## config.mk

```make
export PLATFORM = sky130hd
export DESIGN_NAME = aes32_dec_unit
export DESIGN_NICKNAME = d
export VERILOG_FILES = /design/src/rtl/ibex_pkg.sv /design/src/rtl/aes_inv_mixcol_byte.sv /design/src/rtl/aes32_dec_unit.sv
export SDC_FILE = /design/constraint.sdc
export NUM_CORES = 1
export LEC_CHECK = 0
export BUFFER_PORTS_ARGS = -buffer_cell sky130_fd_sc_hd__buf_2
export CAP_MARGIN = 20
export CELL_PAD_IN_SITES_DETAIL_PLACEMENT = 1
export CELL_PAD_IN_SITES_GLOBAL_PLACEMENT = 2
export CORE_UTILIZATION = 39
export DETAILED_ROUTE_END_ITERATION = 8
export GPL_TIMING_DRIVEN = 1
export MAX_ROUTING_LAYER = met4
export PLACE_DENSITY_LB_ADDON = 0.1
export SLEW_MARGIN = 20
export SYNTH_ARGS = -nofsm -noshare
export SYNTH_HDL_FRONTEND = slang
export SYNTH_SLANG_ARGS = --single-unit
```

## constraint.sdc

```tcl
create_clock -name clk_i -period 8.85 [get_ports clk_i]
set_input_delay 0.4425 -clock clk_i [delete_from_list [all_inputs] [get_ports clk_i]]
set_output_delay 0.4425 -clock clk_i [all_outputs]
set_load 0.05 [all_outputs]
```

## src/rtl/ibex_pkg.sv

```systemverilog
// rtl/ibex_pkg.sv - shared types, inverse S-box table and GF(2^8) helpers for the AES decrypt unit
package ibex_pkg;

  typedef enum logic {
    AES_DSI  = 1'b0,
    AES_DSMI = 1'b1
  } aes_dec_op_e;

  typedef enum logic [1:0] {
    AES_IDLE = 2'd0,
    AES_SBOX = 2'd1,
    AES_MIX  = 2'd2,
    AES_DONE = 2'd3
  } aes_dec_state_e;

  localparam logic [7:0] AES_INV_SBOX [256] = '{
    8'h52, 8'h09, 8'h6a, 8'hd5, 8'h30, 8'h36, 8'ha5, 8'h38, 8'hbf, 8'h40, 8'ha3, 8'h9e, 8'h81, 8'hf3, 8'hd7, 8'hfb,
    8'h7c, 8'he3, 8'h39, 8'h82, 8'h9b, 8'h2f, 8'hff, 8'h87, 8'h34, 8'h8e, 8'h43, 8'h44, 8'hc4, 8'hde, 8'he9, 8'hcb,
    8'h54, 8'h7b, 8'h94, 8'h32, 8'ha6, 8'hc2, 8'h23, 8'h3d, 8'hee, 8'h4c, 8'h95, 8'h0b, 8'h42, 8'hfa, 8'hc3, 8'h4e,
    8'h08, 8'h2e, 8'ha1, 8'h66, 8'h28, 8'hd9, 8'h24, 8'hb2, 8'h76, 8'h5b, 8'ha2, 8'h49, 8'h6d, 8'h8b, 8'hd1, 8'h25,
    8'h72, 8'hf8, 8'hf6, 8'h64, 8'h86, 8'h68, 8'h98, 8'h16, 8'hd4, 8'ha4, 8'h5c, 8'hcc, 8'h5d, 8'h65, 8'hb6, 8'h92,
    8'h6c, 8'h70, 8'h48, 8'h50, 8'hfd, 8'hed, 8'hb9, 8'hda, 8'h5e, 8'h15, 8'h46, 8'h57, 8'ha7, 8'h8d, 8'h9d, 8'h84,
    8'h90, 8'hd8, 8'hab, 8'h00, 8'h8c, 8'hbc, 8'hd3, 8'h0a, 8'hf7, 8'he4, 8'h58, 8'h05, 8'hb8, 8'hb3, 8'h45, 8'h06,
    8'hd0, 8'h2c, 8'h1e, 8'h8f, 8'hca, 8'h3f, 8'h0f, 8'h02, 8'hc1, 8'haf, 8'hbd, 8'h03, 8'h01, 8'h13, 8'h8a, 8'h6b,
    8'h3a, 8'h91, 8'h11, 8'h41, 8'h4f, 8'h67, 8'hdc, 8'hea, 8'h97, 8'hf2, 8'hcf, 8'hce, 8'hf0, 8'hb4, 8'he6, 8'h73,
    8'h96, 8'hac, 8'h74, 8'h22, 8'he7, 8'had, 8'h35, 8'h85, 8'he2, 8'hf9, 8'h37, 8'he8, 8'h1c, 8'h75, 8'hdf, 8'h6e,
    8'h47, 8'hf1, 8'h1a, 8'h71, 8'h1d, 8'h29, 8'hc5, 8'h89, 8'h6f, 8'hb7, 8'h62, 8'h0e, 8'haa, 8'h18, 8'hbe, 8'h1b,
    8'hfc, 8'h56, 8'h3e, 8'h4b, 8'hc6, 8'hd2, 8'h79, 8'h20, 8'h9a, 8'hdb, 8'hc0, 8'hfe, 8'h78, 8'hcd, 8'h5a, 8'hf4,
    8'h1f, 8'hdd, 8'ha8, 8'h33, 8'h88, 8'h07, 8'hc7, 8'h31, 8'hb1, 8'h12, 8'h10, 8'h59, 8'h27, 8'h80, 8'hec, 8'h5f,
    8'h60, 8'h51, 8'h7f, 8'ha9, 8'h19, 8'hb5, 8'h4a, 8'h0d, 8'h2d, 8'he5, 8'h7a, 8'h9f, 8'h93, 8'hc9, 8'h9c, 8'hef,
    8'ha0, 8'he0, 8'h3b, 8'h4d, 8'hae, 8'h2a, 8'hf5, 8'hb0, 8'hc8, 8'heb, 8'hbb, 8'h3c, 8'h83, 8'h53, 8'h99, 8'h61,
    8'h17, 8'h2b, 8'h04, 8'h7e, 8'hba, 8'h77, 8'hd6, 8'h26, 8'he1, 8'h69, 8'h14, 8'h63, 8'h55, 8'h21, 8'h0c, 8'h7d
  };

  // Multiply by x in GF(2^8) modulo x^8+x^4+x^3+x+1
  function automatic logic [7:0] aes_xtime(input logic [7:0] a);
    return {a[6:0], 1'b0} ^ (a[7] ? 8'h1b : 8'h00);
  endfunction

  // Rotate a word left by a whole number of bytes
  function automatic logic [31:0] aes_rol_bytes(input logic [31:0] w, input logic [1:0] n);
    logic [31:0] r;
    case (n)
      2'd0:    r = w;
      2'd1:    r = {w[23:0], w[31:24]};
      2'd2:    r = {w[15:0], w[31:16]};
      default: r = {w[7:0],  w[31:8]};
    endcase
    return r;
  endfunction

endpackage

```

## src/rtl/aes_inv_mixcol_byte.sv

```systemverilog
// rtl/aes_inv_mixcol_byte.sv - one column of InvMixColumns driven by a single substituted byte
module aes_inv_mixcol_byte
  import ibex_pkg::*;
(
  input  aes_dec_op_e op_i,
  input  logic [7:0]  s_i,
  output logic [31:0] mixed_o
);

  logic [7:0] x2, x4, x8;
  logic [7:0] m9, mb, md, me;

  // xtime chain and the four InvMixColumns coefficients; only DSMI uses them
  always_comb begin
    x2 = aes_xtime(s_i);
    x4 = aes_xtime(x2);
    x8 = aes_xtime(x4);
    m9 = x8 ^ s_i;
    mb = x8 ^ x2 ^ s_i;
    md = x8 ^ x4 ^ s_i;
    me = x8 ^ x4 ^ x2;
    mixed_o = (op_i == AES_DSMI) ? {mb, md, m9, me} : {24'h0, s_i};
  end

endmodule

```

## src/rtl/aes32_dec_unit.sv

```systemverilog
// rtl/aes32_dec_unit.sv - multi-cycle aes32dsi/aes32dsmi execution unit with valid/ready_id handshake
module aes32_dec_unit
  import ibex_pkg::*;
#(
  parameter bit DataIndTiming = 1'b1
) (
  input  logic        clk_i,
  input  logic        rst_ni,
  input  logic        aes_en_i,
  input  logic        aes_sel_i,
  input  aes_dec_op_e aes_op_i,
  input  logic [1:0]  bs_i,
  input  logic [31:0] op_a_i,
  input  logic [31:0] op_b_i,
  input  logic        ready_id_i,
  output logic        valid_o,
  output logic [31:0] result_o
);

  aes_dec_state_e state_q;
  aes_dec_op_e    op_q;
  logic [31:0]    op_a_q;
  logic [1:0]     bs_q;
  logic [7:0]     byte_q, byte_d;
  logic [7:0]     sbox_q;
  logic [31:0]    result_q, result_d;
  logic [31:0]    mixed;
  logic           valid_q;

  // Select the source byte of rs2 at capture time
  always_comb begin
    case (bs_i)
      2'd0:    byte_d = op_b_i[7:0];
      2'd1:    byte_d = op_b_i[15:8];
      2'd2:    byte_d = op_b_i[23:16];
      default: byte_d = op_b_i[31:24];
    endcase
  end

  aes_inv_mixcol_byte u_mixcol (
    .op_i    (op_q),
    .s_i     (sbox_q),
    .mixed_o (mixed)
  );

  // Rotate the mixed column into the selected byte lane and fold into rs1
  always_comb begin
    result_d = op_a_q ^ aes_rol_bytes(mixed, bs_q);
  end

  // Control FSM and datapath registers; dropping aes_en_i returns to IDLE from any busy state
  always_ff @(posedge clk_i or negedge rst_ni) begin
    if (!rst_ni) begin
      state_q  <= AES_IDLE;
      op_q     <= AES_DSI;
      op_a_q   <= 32'h0;
      bs_q     <= 2'd0;
      byte_q   <= 8'h0;
      sbox_q   <= 8'h0;
      result_q <= 32'h0;
      valid_q  <= 1'b0;
    end else begin
      case (state_q)
        AES_IDLE: begin
          if (aes_en_i) begin
            op_a_q  <= op_a_i;
            op_q    <= aes_op_i;
            bs_q    <= bs_i;
            byte_q  <= byte_d;
            state_q <= AES_SBOX;
          end
        end
        AES_SBOX: begin
          if (!aes_en_i) begin
            state_q <= AES_IDLE;
          end else begin
            sbox_q  <= AES_INV_SBOX[byte_q];
            state_q <= AES_MIX;
          end
        end
        AES_MIX: begin
          if (!aes_en_i) begin
            state_q <= AES_IDLE;
          end else begin
            result_q <= result_d;
            valid_q  <= 1'b1;
            state_q  <= AES_DONE;
          end
        end
        default: begin
          if (!aes_en_i || ready_id_i) begin
            valid_q <= 1'b0;
            state_q <= AES_IDLE;
          end
        end
      endcase
    end
  end

  assign valid_o  = valid_q;
  assign result_o = result_q & {32{aes_sel_i}};

  // Latency is operand-independent by construction; only that mode is supported
  assert property (@(posedge clk_i) disable iff (!rst_ni) DataIndTiming == 1'b1);

endmodule

```

==> run_results.csv, run 1 <==
group,metric,value,unit
clock_network,cts_resized,0,
synth,async_flop_share,100,%
sta,rsz0062_at_grt,"false",
sta,post-route-period-util,45.0,%
synth,synth-simple-area-share,20.4,%
sta,clock-skew-final,0.00936,ns
power,p_total,3.48,mW
clock_network,cts_root_buf,"clkbuf_16",
synth,synth-main-ff-cell,"dfrtp_1",
run_status,outcome,"finished, final reports clean",
grt,antenna_found_initial,0,
place,placedInstanceArea,9760,µm²
clock_network,postCtsSetupBuffers,0,
detailed_routing,antenna_left,0,
cells_and_area,regArea,2160,µm²
grt,grt_overflow_total,0,
grt,grt_max_degree,72,
cells_and_area,areaGrowthSynthToFinish,9.77,%
critical_path,cp-end-kind,"register",
sta,setup_violations,0,
synth,syn_nets,1216,
place,pre_cts_ws,4.98,ns
die,start_util,40.2,%
synth,synth_xor_area_share,8.47,%
sta,drv_slew,0,
sta,final_hold_viol_count,0,
sta,max_slew_margin,28.5,%
die,die_area,24100,µm²
detailed_routing,first_pass_iters,5,
place,dpl.hpwl,24700,µm
detailed_routing,routed_via_density,6.40,
synth,synthMuxAreaShare,11.2,%
sta,period_needed,3.99,ns
detailed_routing,wl_met1,16600,µm
synth,synth-compound-area-share,27.3,%
power,powerDensity,345,nW/µm²
critical_path,reg2regPathDepth,8,
place,portBuffers,104,
place,gp_congestion,0.978,
die,core-area,22800,µm²
synth,syn-cell-area,9170,µm²
critical_path,crit_path_cell_trace,"inv_1 -> ha_1 -> and2_1 -> o21ai_1 -> a221oi_1 -> a21oi_1 -> mux4_2 -> o21ai_1",
power,p_leak,4.09,nW
critical_path,critPathSlowestCell,"ha_1",
synth,synthAdderAreaFrac,2.86,%
detailed_routing,wl_per_cell,24.4,µm
detailed_routing,drtIter0Drc,936,
grt,grt_pass1_vias,9173,
critical_path,r2r_setup_slack,4.86,ns
die,die_w,155,µm
clock_network,ctsHoldBuffers,0,
clock_network,cts.clk_slew.worst_paths,0.08,ns
die,ios,105,
detailed_routing,top_layer,"met4",
sta,finalSetupTns,0,ns
clock_network,cts_sinks,86,
critical_path,reg2reg_from,"byte_q[0]",
synth,ys_warn_count,0,
sta,worst_slew_pin_slew,1.06,ns
critical_path,cp_max_fo,22,
synth,ys_seq_area_share,23.5,%
clock_network,worst_skew_pair.late_latency,0.36,ns
synth,synth_cell_types,75,
synth,ys_ff_latch,86,
critical_path,critPathMaxStageDelay,0.96,ns
critical_path,r2r_end,"sbox_q[6]",
cells_and_area,final_nets,1231,
critical_path,crit_arrival,4.26,ns
clock_network,htreeDepth,3,
worst_hold_path,hold_path.class,"input pin to asynchronous set/reset pin",
die,rows,55,
critical_path,cp_common_cell,"o21ai_1",
flow_run,cap_violations,0,
grt,grt_use_total,30.7,%
synth,postSynthCellCount,1123,
detailed_routing,dr_wl_met3,2600,µm
cells_and_area,num-fill-cells,2845,
sta,max_freq,0.251,GHz
synth,synth_edf_count,0,
detailed_routing,wl_met2,15600,µm
synth,avgSynthCellArea,8.17,µm²
cells_and_area,stdcell_area,10100,µm²
synth,synth_top_family_by_area,"compound AO/OA/AOI/OAI gates",
cells_and_area,multiInputGateArea,6450,µm²
clock_network,numCtsBuffers,9,
clock_network,clock_path_buffers,2,
critical_path,worstSetupStartpointType,"register",
critical_path,required,9.12,ns
cells_and_area,drive_above_1_share,18.7,%
critical_path,crit_type,"register to register",
power,ir_drop,0.140,mV
cells_and_area,n_antenna_cell,0,
sta,fin_ws,4.86,ns
detailed_routing,vias,9316,
cells_and_area,fin_util,44.1,%
die,die_height,155,µm
grt,grt_pass1_wl,55000,µm
clock_network,cts_tree,"done",
detailed_routing,drc_errors,0,
detailed_routing,drt-total-wl,35500,µm
[metal layers]
layer | GRT usage (%) | up-vias
met1 | 42.8 | 4672
met5 | - | -
met3 | 6.16 | 53
li1 | - | 4190
met2 | 45.3 | 401
met4 | 7.70 | 0
[critical path, delay by kind of cell, from the launching register on]
| family | cells | cell delay [ns] |
|---|---|---|
| compound gates | 4 | 0.65 |
| fa+ha+maj | 1 | 0.96 |
| buf+inv | 1 | 0.42 |
| flops | 1 | 0.92 |
| mux | 1 | 0.47 |
| simple gates | 1 | 0.49 |
[synth_stat cells (7+ instances only)]
library cell | count | share of area, %
a211o_1 | 8 | 0.76
a211oi_1 | 16 | 1.3
a21oi_1 | 55 | 3.0
a221oi_1 | 20 | 1.9
a311oi_1 | 20 | 1.9
a31oi_1 | 13 | 0.89
and2_1 | 49 | 3.3
and3_1 | 11 | 0.75
buf_1 | 14 | 0.57
buf_2 | 28 | 1.5
clkbuf_1 | 77 | 3.2
dfrtp_1 | 86 | 23
ha_1 | 21 | 2.9
inv_1 | 21 | 0.86
mux2_2 | 36 | 4.4
mux2i_1 | 28 | 3.1
mux4_2 | 15 | 3.7
nand2_1 | 84 | 3.4
nand2b_1 | 20 | 1.4
nand3_1 | 27 | 1.5
nor2_1 | 59 | 2.4
nor2b_1 | 37 | 2.5
nor3_1 | 33 | 1.8
o211ai_1 | 27 | 2.2
o21ai_0 | 93 | 5.1
o21ai_1 | 7 | 0.38
o221ai_1 | 7 | 0.67
o22ai_1 | 7 | 0.48
o311ai_0 | 19 | 1.8
o31ai_1 | 9 | 0.74
or3_1 | 13 | 0.89
xnor2_1 | 30 | 2.9
xnor3_1 | 11 | 2.7
xor2_1 | 20 | 1.9
[area by class of cell]
cell class	count	share of cell area (%)
multi-input combinational	894	64.1
sequential	86	21.5
timing repair buffer	125	6.76
tap	313	3.89
clock buffer	9	2.24
inverter	22	0.820
clock inverter	7	0.733
[kinds of logic (layout without fill, tap and decap cells)]
| logic type | Yosys count | in the layout |
|---|---|---|
| AO/OA/AOI/OAI | 365 | 365 |
| AND/OR/NAND/NOR | 364 | 364 |
| buffers and inverters | 143 | 163 |
| flip-flops | 86 | 86 |
| multiplexers | 79 | 79 |
| XOR/XNOR | 65 | 65 |
| adder cells (fa/ha/maj) | 21 | 21 |
[worst max path at each step]
stage                   start         to  cells after the start  slack [ns]
floorplan           byte_q[0]  sbox_q[3]                     10        6.01
global placement    byte_q[0]  sbox_q[6]                      8        5.06
detailed placement  byte_q[0]  sbox_q[6]                      8        4.98
CTS                 byte_q[0]  sbox_q[6]                      8        4.97
global route        byte_q[0]  sbox_q[6]                      8        4.71
finish              byte_q[0]  sbox_q[6]                      8        4.86
[report_power, final]
group	leakage, nW	internal, mW	switching [mW]	total, mW
logic	2.92	0.934	1.40	2.34
clock network	0.147	0.200	0.198	0.398
registers	1.03	0.522	0.221	0.744
[cell usage in the layout (no fill, tap or decap), types with 13 or more instances in the layout]
cell | Yosys | routed
o311ai_0 | 19 | 19
a221oi_1 | 20 | 20
xnor2_1 | 30 | 30
a211oi_1 | 16 | 16
mux2_2 | 36 | 36
mux2i_1 | 28 | 28
nor2b_1 | 37 | 37
ha_1 | 21 | 21
nand2_1 | 84 | 84
and2_1 | 49 | 49
nor2_1 | 59 | 59
nor3_1 | 33 | 33
o211ai_1 | 27 | 27
or3_1 | 13 | 13
o21ai_0 | 93 | 93
buf_4 | 1 | 22
inv_1 | 21 | 21
a311oi_1 | 20 | 20
nand2b_1 | 20 | 20
a31oi_1 | 13 | 13
xor2_1 | 20 | 20
nand3_1 | 27 | 27
mux4_2 | 15 | 15
dfrtp_1 | 86 | 83
a21oi_1 | 55 | 55
buf_2 | 28 | 103
[per-stage QoR]
stage	hold WS, ns	std cells
after floorplan	0.147	1123
after global placement	0.444	1440
after detailed placement	0.454	1440
after global routing	0.0882	1456
final	0.0510	1456
after CTS	0.0653	1456
[state kept, by name, indices dropped and copies added (netlist names)]
register  cells
op_a_q       32
result_q     32
byte_q        8
sbox_q        8
bs_q          2
state_q       2
op_q          1
valid_o       1
Note: power is estimated with default switching activity, not from simulation.
==> run 2, diff against run 1 <==
--- a/config.mk
+++ b/config.mk
@@ -9,7 +9,7 @@
 export CAP_MARGIN = 20
 export CELL_PAD_IN_SITES_DETAIL_PLACEMENT = 1
 export CELL_PAD_IN_SITES_GLOBAL_PLACEMENT = 2
-export CORE_UTILIZATION = 39
+export CORE_UTILIZATION = 36
 export DETAILED_ROUTE_END_ITERATION = 8
 export GPL_TIMING_DRIVEN = 1
 export MAX_ROUTING_LAYER = met4
==> constraint.sdc (replaced) <==
create_clock -name clk_i -period 4.1 [get_ports clk_i]
set_input_delay 0.205 -clock clk_i [delete_from_list [all_inputs] [get_ports clk_i]]
set_output_delay 0.205 -clock clk_i [all_outputs]
set_load 0.05 [all_outputs]
==> run 2 against run 1 <==
Effect of this change: sequential cell count stayed put; combinational power is 120% higher; sequential power is 110% higher; design area is 1.2% higher; utilization is 3.5 points lower; final cell count is 2.1% higher; setup slack worse by 4.1 ns; highest routed layer unchanged; global-route usage is 1.4 points lower; fmax is 20% higher; largest cell class unchanged; non-clock buffer count is 14 higher; the flow now finishes with violations (DRC); clock skew is 0.0046 ns higher; register-to-register slack worse by 4.1 ns.
==> run_results.csv, run 2 (same netlist as run 1, synthesis figures left out) <==
group,metric,value,unit
cells_and_area,layout_common_cells,"103 x buf_2, 93 x o21ai_0, 84 x nand2_1, 82 x dfrtp_1, 59 x nor2_1",
power,p_seq_share,20.6,%
detailed_routing,drt-total-wl,36500,µm
sta,max_freq,0.300,GHz
critical_path,cp-end-kind,"register",
cells_and_area,stdcell_area,10200,µm²
grt,grt_max_degree,62,
cells_and_area,final_nets,1245,
clock_network,cts.clk_slew.worst_paths,0.08,ns
critical_path,critPathMaxStageDelay,0.60,ns
detailed_routing,vias,9274,
power,clkPwrFrac,11.3,%
detailed_routing,drc_errors,2,
sta,drv_slew,0,
clock_network,cts_tree,"done",
place,placedInstanceArea,9880,µm²
die,die_height,162,µm
detailed_routing,wl_per_cell,24.5,µm
sta,worst_slew_pin_slew,1.02,ns
clock_network,numCtsBuffers,9,
cells_and_area,reg_top3,"op_a_q x32, result_q x32",
grt,grt_use_total,29.3,%
die,die_w,162,µm
power,power.internal,3.62,mW
detailed_routing,drtIter0Drc,915,
place,pre_cts_ws,0.852,ns
critical_path,critPathBufInv,1,
cells_and_area,fin_util,40.6,%
flow_run,cap_violations,0,
die,ios,105,
grt,antenna_found_initial,0,
grt,grt_overflow_total,0,
critical_path,crit_arrival,3.60,ns
power,switching_share,52.2,%
cells_and_area,drive_above_1_share,19.7,%
cells_and_area,num-fill-cells,3095,
sta,fin_ws,0.768,ns
detailed_routing,antenna_left,0,
die,die_area,26100,µm²
critical_path,critPathSlowestCell,"ha_1",
grt,grt_pass1_vias,9369,
die,rows,58,
sta,max_slew_margin,32.0,%
run_status,outcome,"complete, but fails checks",
sta,finalSetupTns,0,ns
place,gp_congestion,0.972,
power,p_sw,3.96,mW
cells_and_area,areaGrowthSynthToFinish,11.1,%
sta,period_needed,3.33,ns
clock_network,worst_skew_pair.late_latency,0.36,ns
clock_network,clock_path_buffers,2,
power,ir_drop,0.270,mV
power,power_frac_comb,68.1,%
sta,setup_violations,0,
critical_path,cp_max_fo,20,
critical_path,required,4.37,ns
sta,clock-skew-final,0.0139,ns
power,p_leak,4.15,nW
die,start_util,36.5,%
grt,grt_pass1_wl,56700,µm
clock_network,cts_root_buf,"clkbuf_16",
clock_network,cts_resized,0,
place,portBuffers,104,
power,powerDensity,743,nW/µm²
cells_and_area,n_antenna_cell,0,
detailed_routing,routed_via_density,6.24,
sta,final_hold_viol_count,0,
worst_hold_path,hold_path.class,"input pin to register",
sta,post-route-period-util,81.3,%
sta,rsz0062_at_grt,"false",
clock_network,htreeDepth,3,
place,dpl.hpwl,26000,µm
critical_path,crit_type,"register to register",
die,core-area,25100,µm²
critical_path,worstSetupStartpointType,"register",
clock_network,cts_sinks,86,
critical_path,crit_path_cell_trace,"buf_4 -> ha_1 -> nor2b_1 -> o21ai_0 -> a221oi_1 -> a21oi_1 -> mux4_2 -> o21ai_1",
cells_and_area,mostFrequentLayoutCell,"buf_2",
run_status,violations,"DRC",
critical_path,cp_top_family,"compound AO/OA/AOI/OAI gates",
detailed_routing,first_pass_iters,7,
-- run 2: routing by layer --
metal  part of all wire, %  wire length [µm]  global-route usage, %
met4                   2.9              1060                   9.61
met5                     0                 0                      -
met1                    48             17300                   41.8
met3                   6.7              2440                   4.93
met2                    43             15600                   41.6
-- run 2: what timing repair did --
action,in CTS,in global routing
setup buffers,0,0
endpoints found under the hold margin,42,0
setup endpoints to repair,0,0
hold buffers,1,0
-- run 2: cell type report --
class	instances	area [µm²]	area share, %
repair buffers	139	788	7.73
multi-input cells	894	6450	63.3
clock buffers	9	225	2.21
clock inverters	7	73.8	0.724
flip-flops and latches	86	2160	21.2
inverters	22	82.6	0.810
well taps	330	413	4.05
-- run 2: power by group through the flow --
stage          Sequential [mW]  Combinational [mW]  Clock, mW
3_3_place_gp              1.57                5.07          0
2_1_floorplan             1.28                3.97          0
6_report                  1.56                5.16      0.859
3_5_place_dp              1.58                5.08          0
4_1_cts                   1.56                5.11      0.888
5_1_grt                   1.62                5.56      0.912
-- run 2: worst paths after layout --
| kind | slack (ns) | cells past startpoint | endpoint | startpoint |
|---|---|---|---|---|
| setup / recovery | 0.77 | 8 | sbox_q[6] | byte_q[1] |
| hold / removal | 0.06 | 3 | op_a_q[5] | op_a_i[5] |
| setup reg to reg | 0.77 | 8 | sbox_q[6] | byte_q[1] |
| hold reg to reg | 0.48 | 2 | result_q[16] | result_q[16] |
| max in group asynchronous | 2.73 | 3 | op_a_q[23] | rst_ni |
| min in group asynchronous | 0.46 | 2 | sbox_q[6] | rst_ni |
-- run 2: worst reg2reg max path, stage by stage (launching register included) --
cell	delay [ns]
dfrtp_1	0.56
buf_4	0.34
ha_1	0.60
nor2b_1	0.58
o21ai_0	0.19
a221oi_1	0.30
a21oi_1	0.08
mux4_2	0.48
o21ai_1	0.13
-- run 2: stage by stage --
step                      power [mW]  hold WS, ns  cells
after floorplan                 5.25      -0.0906   1123
after global placement          6.64        0.342   1470
after detailed placement        6.66        0.344   1470
after CTS                       7.56       0.0512   1487
after global routing            8.10       0.0644   1487
final                           7.58       0.0567   1487
==> run 3, diff against run 2 <==
==> constraint.sdc (replaced) <==
create_clock -name clk_i -period 3.4 [get_ports clk_i]
set_input_delay 0.17 -clock clk_i [delete_from_list [all_inputs] [get_ports clk_i]]
set_output_delay 0.17 -clock clk_i [all_outputs]
set_load 0.05 [all_outputs]
==> run 3 against run 2 <==
Effect of this change: the run still ends with DRC left; fmax rose by 5.7%; design area rose by 2.7%; register-to-register slack got worse by 0.52 ns; wire length grew 3.3%; critical path depth stayed put; sequential share of layout area is 0.55 points lower; sequential power rose by 24%; setup slack worse by 0.52 ns; power up 23%; die area stayed put; sequential cell count is the same; first-iteration DRC count fell by 2.3%.
==> run_results.csv, run 3 (same netlist as run 1, synthesis figures left out) <==
group,metric,value,unit
flow_run,cap_violations,0,
detailed_routing,wl_per_cell,24.8,µm
cells_and_area,stdcell_area,10500,µm²
critical_path,reg2reg_from,"byte_q[1]",
critical_path,startpoint,"byte_q[1]",
grt,grt_overflow_total,0,
place,pre_cts_ws,0.362,ns
critical_path,crit_arrival,3.43,ns
cells_and_area,final_nets,1279,
grt,antenna_found_initial,1,
run_status,violations,"DRC",
place,placedInstanceArea,10200,µm²
detailed_routing,drt-total-wl,37700,µm
critical_path,cp-end-kind,"register",
die,die_area,26100,µm²
cells_and_area,mostFrequentLayoutCell,"buf_2",
sta,clock-skew-final,0.0109,ns
clock_network,cts_tree,"done",
power,powerDensity,892,nW/µm²
detailed_routing,vias,9470,
sta,post-route-period-util,92.7,%
clock_network,clock_path_buffers,2,
clock_network,cts.clk_slew.worst_paths,0.08,ns
sta,whs,0.0156,ns
cells_and_area,drive_above_1_share,22.0,%
sta,period_needed,3.15,ns
run_status,outcome,"complete, but fails checks",
clock_network,worst_skew_pair.late_latency,0.36,ns
die,rows,58,
grt,grt_max_degree,64,
critical_path,worstSetupStartpointType,"register",
clock_network,postCtsSetupBuffers,0,
place,dpl.hpwl,27600,µm
critical_path,required,3.67,ns
place,portBuffers,104,
detailed_routing,routed_via_density,6.22,
clock_network,cts_root_buf,"clkbuf_16",
power,p_leak,4.33,nW
die,ios,105,
sta,rsz0062_at_grt,"false",
cells_and_area,layout_common_cells,"103 x buf_2, 93 x o21ai_0, 84 x nand2_1, 82 x dfrtp_1, 68 x buf_4",
detailed_routing,drc_errors,2,
critical_path,crit_type,"register to register",
die,core-area,25100,µm²
die,die_height,162,µm
cells_and_area,reg_top3,"op_a_q x32, result_q x32",
sta,drv_slew,0,
die,start_util,36.5,%
detailed_routing,antenna_left,0,
clock_network,cts_sinks,86,
place,gp_congestion,0.991,
grt,grt_pass1_vias,9468,
grt,grt_use_total,30.1,%
die,die_w,162,µm
detailed_routing,drtIter0Drc,894,
cells_and_area,areaGrowthSynthToFinish,14.1,%
clock_network,htreeDepth,3,
power,ir_drop,0.312,mV
detailed_routing,first_pass_iters,7,
sta,setup_violations,0,
sta,max_slew_margin,27.2,%
worst_hold_path,holdCritStartpoint,"op_a_i[5]",
worst_hold_path,hold_path.class,"input pin to register",
sta,max_freq,0.317,GHz
grt,grt_pass1_wl,58200,µm
critical_path,cp_max_fo,16,
clock_network,ctsHoldBuffers,1,
sta,final_hold_viol_count,0,
clock_network,cts_resized,0,
sta,fin_ws,0.248,ns
cells_and_area,fin_util,41.7,%
sta,worst_slew_pin_slew,1.09,ns
sta,finalSetupTns,0,ns
clock_network,numCtsBuffers,9,
cells_and_area,num-fill-cells,3090,
run 3: layer usage:
layer  vias up  wire [µm]  GRT usage (%)
met1      4730      17900           43.1
li1       4290          -              -
met4         0        858           7.55
met5         -          0              -
met2       391      16300           43.7
met3        59       2610           4.90
run 3: area by class of cell:
type / instances / area, µm² / area share [%]
tap: 330 / 413 / 3.95
inverter: 22 / 82.6 / 0.789
sequential: 86 / 2160 / 20.7
clock buffer: 9 / 225 / 2.15
clock inverter: 7 / 76.3 / 0.729
multi-input combinational: 894 / 6450 / 61.6
timing repair buffer: 173 / 1060 / 10.1
antenna: 1 / 2.50 / 0.0239
run 3: final timing paths:
path | cells past startpoint | to | slack (ns)
min in group asynchronous | 2 | op_a_q[12] | 0.45
min | 3 | op_a_q[5] | 0.02
max | 8 | sbox_q[6] | 0.25
max in group asynchronous | 3 | result_q[3] | 2.14
max reg2reg | 8 | sbox_q[6] | 0.25
min reg2reg | 2 | result_q[10] | 0.48
run 3: stage by stage:
stage	instances	total power, mW
floorplan	1123	6.33
global placement	1504	8.16
detailed placement	1504	8.20
CTS	1521	9.30
global route	1522	9.95
finish	1522	9.33
run 3: worst max-delay path, cell delays in order (launching register included):
cell	delay, ns
dfrtp_1	0.48
buf_4	0.20
ha_1	0.66
nor2_1	0.35
o211ai_1	0.35
o211ai_1	0.16
o31a_1	0.27
mux4_2	0.45
o21ai_1	0.13
run 3: report_power, final:
| part | leakage (nW) | switching (mW) | internal, mW | total, mW |
|---|---|---|---|---|
| registers | 1.03 | 0.580 | 1.36 | 1.94 |
| logic | 3.15 | 3.75 | 2.60 | 6.36 |
| clock network | 0.148 | 0.510 | 0.523 | 1.03 |
| total | 4.33 | 4.85 | 4.49 | 9.33 |
